[config.mk]
export PLATFORM = sky130hd
export DESIGN_NAME = store_buffer
export DESIGN_NICKNAME = d
export VERILOG_FILES = /design/src/rtl/sb_pkg.sv /design/src/rtl/sb_fifo.sv /design/src/rtl/store_buffer.sv
export SDC_FILE = /design/constraint.sdc
export NUM_CORES = 1
export LEC_CHECK = 0
export BUFFER_PORTS_ARGS = -buffer_cell sky130_fd_sc_hd__buf_2
export CELL_PAD_IN_SITES_DETAIL_PLACEMENT = 1
export CELL_PAD_IN_SITES_GLOBAL_PLACEMENT = 1
export CORE_MARGIN = 2
export CORE_UTILIZATION = 35
export DETAILED_ROUTE_END_ITERATION = 12
export MAX_ROUTING_LAYER = met4
export PLACE_DENSITY = 0.7
export SYNTH_ARGS = -nofsm -noshare
export SYNTH_HDL_FRONTEND = slang
export SYNTH_SLANG_ARGS = --single-unit
export TNS_END_PERCENT = 10
[constraint.sdc]
create_clock -name clk -period 5.8 [get_ports clk]
set_clock_uncertainty 0.15 [all_clocks]
set_input_delay 1.16 -clock clk [delete_from_list [all_inputs] [get_ports clk]]
set_output_delay 1.16 -clock clk [all_outputs]
set_load 0.05 [all_outputs]
[src/rtl/sb_pkg.sv]
// Shared types for the store buffer: drain FSM states, pending-store entry and byte-merge helper.
package sb_pkg;

    // Word-address field width; sized for the widest supported AW.
    localparam int unsigned SB_WADDR_MAX = 62;

    typedef enum logic [1:0] {
        IDLE  = 2'd0,
        MERGE = 2'd1,
        WRITE = 2'd2
    } sb_state_e;

    typedef struct packed {
        logic [SB_WADDR_MAX-1:0] waddr;
        logic [31:0]             data;
        logic [3:0]              be;
    } sb_entry_t;

    function automatic logic [31:0] sb_merge(input logic [31:0] data,
                                             input logic [3:0]  be,
                                             input logic [31:0] old);
        logic [31:0] m;
        m = old;
        for (int unsigned b = 0; b < 4; b++) begin
            if (be[b]) m[8*b +: 8] = data[8*b +: 8];
        end
        return m;
    endfunction

endpackage

[src/rtl/sb_fifo.sv]
// Circular store FIFO with per-slot address match against a probe word address.
module sb_fifo
    import sb_pkg::*;
#(
    parameter int unsigned DEPTH = 4,
    parameter int unsigned AW    = 32
) (
    input  logic                     clk,
    input  logic                     rst_n,
    input  logic                     push,
    input  sb_entry_t                push_entry,
    input  logic                     pop,
    input  logic [AW-3:0]            probe_waddr,
    output logic [$clog2(DEPTH):0]   count,
    output logic [$clog2(DEPTH)-1:0] rd_ptr,
    output sb_entry_t                head,
    output sb_entry_t                entries [DEPTH],
    output logic [DEPTH-1:0]         match_vec
);

    localparam int unsigned PW = $clog2(DEPTH);
    localparam int unsigned CW = PW + 1;

    logic [PW-1:0] wr_ptr_q, wr_ptr_d;
    logic [PW-1:0] rd_ptr_q, rd_ptr_d;
    logic [CW-1:0] count_q, count_d;
    sb_entry_t     entries_q [DEPTH];
    sb_entry_t     entries_d [DEPTH];
    logic [PW-1:0] offset;

    always_comb begin
        wr_ptr_d  = wr_ptr_q + PW'(push);
        rd_ptr_d  = rd_ptr_q + PW'(pop);
        count_d   = count_q + CW'(push) - CW'(pop);
        entries_d = entries_q;
        if (push) entries_d[wr_ptr_q] = push_entry;
    end

    // A slot is live when its distance from the read pointer is below count.
    always_comb begin
        match_vec = '0;
        offset    = '0;
        for (int unsigned i = 0; i < DEPTH; i++) begin
            offset       = PW'(i) - rd_ptr_q;
            match_vec[i] = ({1'b0, offset} < count_q) &&
                           (entries_q[i].waddr[AW-3:0] == probe_waddr);
        end
    end

    always_ff @(posedge clk or negedge rst_n) begin
        if (!rst_n) begin
            wr_ptr_q <= '0;
            rd_ptr_q <= '0;
            count_q  <= '0;
            for (int unsigned i = 0; i < DEPTH; i++) entries_q[i] <= '0;
        end else begin
            wr_ptr_q  <= wr_ptr_d;
            rd_ptr_q  <= rd_ptr_d;
            count_q   <= count_d;
            entries_q <= entries_d;
        end
    end

    assign count   = count_q;
    assign rd_ptr  = rd_ptr_q;
    assign head    = entries_q[rd_ptr_q];
    assign entries = entries_q;

endmodule

[src/rtl/store_buffer.sv]
// Store buffer: queues CPU stores, drains them with read-merge-write, and answers load probes.
// Define STORE_BUFFER_FORWARD_EN to forward full-word data; otherwise any address hit stalls.
module store_buffer
    import sb_pkg::*;
#(
    parameter int unsigned DEPTH = 4,
    parameter int unsigned AW    = 32
) (
    input  logic          clk,
    input  logic          rst_n,
    input  logic          st_valid,
    output logic          st_ready,
    input  logic [AW-1:0] st_addr,
    input  logic [31:0]   st_data,
    input  logic [3:0]    st_be,
    input  logic [AW-1:0] ld_addr,
    output logic          ld_fwd_valid,
    output logic [31:0]   ld_fwd_data,
    output logic          ld_stall,
    output logic [AW-1:0] mem_addr,
    output logic [31:0]   mem_wdata,
    output logic          mem_we,
    input  logic [31:0]   mem_rdata,
    input  logic          flush,
    output logic          empty
);

    localparam int unsigned PW = $clog2(DEPTH);
    localparam int unsigned CW = PW + 1;

    logic [CW-1:0]    count;
    logic [PW-1:0]    rd_ptr;
    sb_entry_t        head;
    sb_entry_t        entries [DEPTH];
    logic [DEPTH-1:0] match_vec;
    sb_entry_t        push_entry;
    logic             push, pop;

    sb_state_e        state_q, state_d;
    logic [AW-1:0]    mem_addr_q, mem_addr_d;
    logic [31:0]      mem_wdata_q, mem_wdata_d;
    logic             flush_q, flush_d;
    logic             flush_block;

    sb_fifo #(.DEPTH(DEPTH), .AW(AW)) u_fifo (
        .clk         (clk),
        .rst_n       (rst_n),
        .push        (push),
        .push_entry  (push_entry),
        .pop         (pop),
        .probe_waddr (ld_addr[AW-1:2]),
        .count       (count),
        .rd_ptr      (rd_ptr),
        .head        (head),
        .entries     (entries),
        .match_vec   (match_vec)
    );

    assign empty       = (count == '0) && (state_q == IDLE);
    assign flush_block = (flush || flush_q) && !empty;
    assign st_ready    = (count < CW'(DEPTH)) && !flush_block;
    assign push        = st_valid && st_ready && (st_be != 4'b0000);

    always_comb begin
        push_entry       = '0;
        push_entry.waddr = SB_WADDR_MAX'(st_addr[AW-1:2]);
        push_entry.data  = st_data;
        push_entry.be    = st_be;
        flush_d          = (flush || flush_q) && !empty;
    end

    // mem_addr is latched on leaving IDLE so mem_rdata refers to the head word during MERGE.
    always_comb begin
        state_d     = state_q;
        mem_addr_d  = mem_addr_q;
        mem_wdata_d = mem_wdata_q;
        pop         = 1'b0;
        unique case (state_q)
            IDLE: begin
                if (count != '0) begin
                    mem_addr_d = {head.waddr[AW-3:0], 2'b00};
                    if (head.be == 4'b1111) begin
                        mem_wdata_d = head.data;
                        state_d     = WRITE;
                    end else begin
                        state_d = MERGE;
                    end
                end
            end
            MERGE: begin
                mem_wdata_d = sb_merge(head.data, head.be, mem_rdata);
                state_d     = WRITE;
            end
            WRITE: begin
                pop     = 1'b1;
                state_d = IDLE;
            end
            default: state_d = IDLE;
        endcase
    end

    always_ff @(posedge clk or negedge rst_n) begin
        if (!rst_n) begin
            state_q     <= IDLE;
            mem_addr_q  <= '0;
            mem_wdata_q <= '0;
            flush_q     <= 1'b0;
        end else begin
            state_q     <= state_d;
            mem_addr_q  <= mem_addr_d;
            mem_wdata_q <= mem_wdata_d;
            flush_q     <= flush_d;
        end
    end

    assign mem_we    = (state_q == WRITE);
    assign mem_addr  = mem_addr_q;
    assign mem_wdata = mem_wdata_q;

    logic          y_hit;
    sb_entry_t     y_entry;
    logic [PW-1:0] idx;
    logic          inflight;

    // Walk live slots oldest to youngest so the last hit wins.
    always_comb begin
        y_hit   = 1'b0;
        y_entry = '0;
        idx     = '0;
        for (int unsigned i = 0; i < DEPTH; i++) begin
            idx = rd_ptr + PW'(i);
            if (match_vec[idx]) begin
                y_hit   = 1'b1;
                y_entry = entries[idx];
            end
        end
    end

    assign inflight = (state_q != IDLE) && (mem_addr_q[AW-1:2] == ld_addr[AW-1:2]);

`ifdef STORE_BUFFER_FORWARD_EN
    assign ld_fwd_valid = y_hit && (y_entry.be == 4'b1111);
    assign ld_fwd_data  = ld_fwd_valid ? y_entry.data : '0;
    assign ld_stall     = (y_hit && (y_entry.be != 4'b1111)) || inflight;
`else
    assign ld_fwd_valid = 1'b0;
    assign ld_fwd_data  = '0;
    assign ld_stall     = y_hit || inflight;
`endif

    logic unused_ok;
    assign unused_ok = ^{st_addr[1:0], ld_addr[1:0], y_entry, head.waddr};

endmodule

==> metrics.md <==
| Metric | Value |
|---|---|
| Layout area overhead | `16.4%` |
| Setup violations, final | `0` |
| Adder-cell area share of the yosys netlist | `0.722%` |
| Vias | `10.1k` |
| Hold Path Cell Cnt | `2` |
| Clock Latency Late Sink | `0.56 ns` |
| Synth Area in Compound Gates | `1.45%` |
| Number of global-route vias before repair | `11.3k` |
| Routing usage on met2 | `30.5%` |
| Drt initial violations | `418` |
| Cell Area, Synth | `0.0166 sq mm` |
| Status | `completed` |
| Fin crit share | `77.9%` |
| Max Freq | `0.221 GHz` |
| Worst path depth | `8` |
| Worst Reg2Reg Path Length in Cells | `7` |
| # Post-CTS Setup Buffers | `0` |
| Sw Ratio | `36.7%` |
| DP HPWL | `31600 um` |
| Post-Syn Instances | `1170` |
| Starting Density | `35.6%` |
| CTS tree | `yes` |
| PD cells | `578 mW/mm^2` |
| Sequential share of power | `38.6%` |
| Vert. Die Dim | `222 um` |
| Finished Cell Area | `0.0194 sq mm` |
| Drt pass-1 iters | `5` |
| Top Usage Layer GRT | `met2` |
| Routed wire length | `46000 um` |
| CP endpoint kind | `primary output` |
| Seq/Total Area, Yosys | `50.5%` |
| Pint | `7.08 mW` |
| Synth Area in Simple Gates | `3.36%` |
| Initial antenna violation count | `7` |
| Largest net degree at the start of global routing | `130` |
| Avg Vias per Cell | `5.11` |
| Commonest cells after routing, fill and taps aside | `dfrtp_1, mux2_2, buf_2` |
| Critical path launch point type | `register` |
| Delay-heaviest family, CP | `flip-flops` |
| Clock group share of total power | `22.1%` |
| Maximum clock insertion buffer count | `3` |
| Least-Margin Pin Slew | `1.08 ns` |
| Share of cells above drive strength 1 | `47.1%` |
| Max IR drop VDD | `0.000260 V` |
| Clock net sink count | `336` |
| Min Tclk post-route | `4.52 ns` |
| Hold Path Class | `register to register` |
| Root Buffer Master | `clkbuf_16` |
| H-tree depth | `2` |
| Psw | `4.10 mW` |
| Post-CTS Hold Buffers | `0` |
| Worst EP arrival | `3.21 ns` |
| CP required | `4.49 ns` |
| Avg Cell Area, Syn | `14.2 sq um` |
| Static Leak | `9.17 nW` |
| Mux cell area share after synthesis | `31.7%` |
| I/O Buffers | `197` |
| CP bufs+invs | `2` |
| Worst Path Max Fanout | `39` |
| Yosys reg bits | `336` |
| Routed Antenna Nets | `0` |
| RSZ-0062 raised after global routing | `false` |
| Final hold viol count | `0` |
| Yosys warns | `0` |
| Die X | `222 um` |
| Final setup TNS | `0 ns` |
| Post-synthesis cell type count | `41` |
| Post_cts resized | `0` |
| Synth Area in XOR/XNOR | `8.16%` |
| Placed cell count | `1904` |
| Max Cap Viol | `0` |
| Global-route wire length before repair | `71100 um` |
| GRT Util Overall | `19.5%` |
| GPL Wtd Cong | `0.879` |
| Core area | `0.0468 sq mm` |
| Total design power | `11.2 mW` |
| Delay of the slowest critical-path stage | `0.87 ns` |
| Combinational Power Share | `39.3%` |
| Commonest non-fill, non-tap cell in the layout | `dfrtp_1` |
| WL/cell | `23.3 um` |
| WS Path Type | `register to primary output` |
| Slew Viols, Final | `0` |
| Total global routing overflow | `0` |
| Worst-path clk slew | `0.05 ns` |
| Headroom to the max-slew limit | `27.8%` |
| # DRC | `0` |
| Die area | `0.0493 sq mm` |
| Worst hold margin | `0.323 ns` |
| Met3 GRT Util | `4.66%` |
| Largest family of logic cells by synthesized area | `multiplexers` |
| M1 GR Usage | `25.4%` |
| Ports | `237` |
| Crit path max-delay cell type | `dfrtp_4` |
| Non-Filler Instances | `1977` |
| Nets | `1484` |
| Row count | `79` |
| CTS buffer count | `40` |
| Placement-stage cell area | `0.0181 sq mm` |
| CP cell instances | `inv_1, ha_1, nor2_1, a2111oi_0, nand4_1, nor4_1, or3_1, buf_2` |
logic make-up (layout without fill, tap and decap cells):
logic type | after synthesis | in the layout
buf+inv | 130 | 288
compound gates | 44 | 44
xor+xnor | 155 | 155
simple gates | 103 | 103
fa+ha+maj | 9 | 9
other cells | 1 | 43
flops | 336 | 336
mux | 392 | 392
sequential cells by signal, summed over array words and instances (netlist names):
| name | count |
|---|---|
| u_fifo.entries | 264 |
| u_fifo.count | 3 |
| flush_q | 1 |
| u_fifo.rd_ptr | 2 |
| state_q | 2 |
| mem_wdata | 32 |
| mem_addr | 30 |
| u_fifo.wr_ptr_q | 2 |
power groups by stage:
stage / logic, mW / registers (mW) / clock network (mW)
floorplan: 3.01 / 4.45 / 0
global placement: 4.30 / 4.27 / 0
detailed placement: 4.42 / 4.35 / 0
CTS: 4.45 / 4.33 / 2.55
global route: 4.72 / 4.48 / 2.65
finish: 4.39 / 4.32 / 2.47
final cells by class:
| type | count | area [sq um] |
|---|---|---|
| fill | 4813 | 27400 |
| sequential | 336 | 8420 |
| clock inverter | 10 | 116 |
| tap | 607 | 759 |
| multi-input combinational | 738 | 7700 |
| timing repair buffer | 214 | 1160 |
| inverter | 9 | 33.8 |
| clock buffer | 55 | 1160 |
| antenna | 8 | 20.0 |
tightest hold or removal path: cells and delay by family (launching register included):
family,cells,cell delay (ns)
flops,1,0.33
compound gates,1,0.06
simple gates,1,0.04
synthesized netlist by cell type:
| master | number | area share, % |
|---|---|---|
| xor2_1 | 83 | 4.4 |
| mux2_2 | 254 | 17 |
| conb_1 | 1 | 0.023 |
| or3b_1 | 1 | 0.053 |
| inv_1 | 9 | 0.20 |
| nor2b_1 | 1 | 0.038 |
| o41ai_1 | 1 | 0.053 |
| a21oi_1 | 5 | 0.15 |
| buf_6 | 6 | 0.41 |
| dfrtp_1 | 336 | 51 |
| nand4_1 | 21 | 0.79 |
| mux2i_1 | 32 | 1.9 |
| fa_1 | 1 | 0.12 |
| and4_1 | 1 | 0.053 |
| nand3_1 | 3 | 0.090 |
| nor3_4 | 1 | 0.098 |
| o2111ai_1 | 2 | 0.11 |
| nor2_2 | 1 | 0.038 |
| buf_1 | 8 | 0.18 |
| nor3_2 | 1 | 0.060 |
| o21ai_0 | 32 | 0.96 |
| or3_4 | 1 | 0.068 |
| mux4_2 | 66 | 8.9 |
| nor2_1 | 9 | 0.20 |
| buf_2 | 11 | 0.33 |
| nand2b_1 | 2 | 0.075 |
| nand3b_1 | 1 | 0.045 |
| a2111oi_0 | 1 | 0.053 |
| mux2_4 | 40 | 3.6 |
| xnor2_1 | 72 | 3.8 |
| ha_1 | 8 | 0.60 |
| o22ai_1 | 2 | 0.075 |
| nor4_1 | 22 | 0.83 |
| buf_4 | 35 | 1.6 |
| or3_1 | 1 | 0.038 |
| nor3_1 | 1 | 0.030 |
| clkbuf_1 | 61 | 1.4 |
| nand2_1 | 34 | 0.77 |
| a311oi_1 | 1 | 0.053 |
| or2_2 | 1 | 0.038 |
| and3b_1 | 1 | 0.053 |
routing by layer:
| layer | share of wire [%] | up-vias |
|---|---|---|
| li1 | - | 4452 |
| met1 | 45 | 5345 |
| met2 | 47 | 233 |
| met3 | 5.3 | 72 |
| met4 | 2.1 | 0 |
| met5 | 0 | - |
final timing paths:
| kind | start | to | slack (ns) |
|---|---|---|---|
| max | u_fifo.rd_ptr[1] | ld_stall | 1.28 |
| min | mem_wdata[30] | mem_wdata[30] | 0.32 |
| max reg2reg | u_fifo.rd_ptr[0] | mem_wdata[8] | 1.97 |
| min reg2reg | mem_wdata[30] | mem_wdata[30] | 0.32 |
| max in group asynchronous | rst_n | u_fifo.rd_ptr[1] | 3.68 |
| min in group asynchronous | rst_n | u_fifo.entries[145] | 0.50 |
stage by stage:
stage	setup WS [ns]	util [%]
2_1_floorplan	1.81	-
3_3_place_gp	1.42	38.6
3_5_place_dp	1.44	38.6
4_1_cts	1.26	41.4
5_1_grt	1.06	41.4
6_report	1.28	41.4
Power figures use the tool's default switching activity.
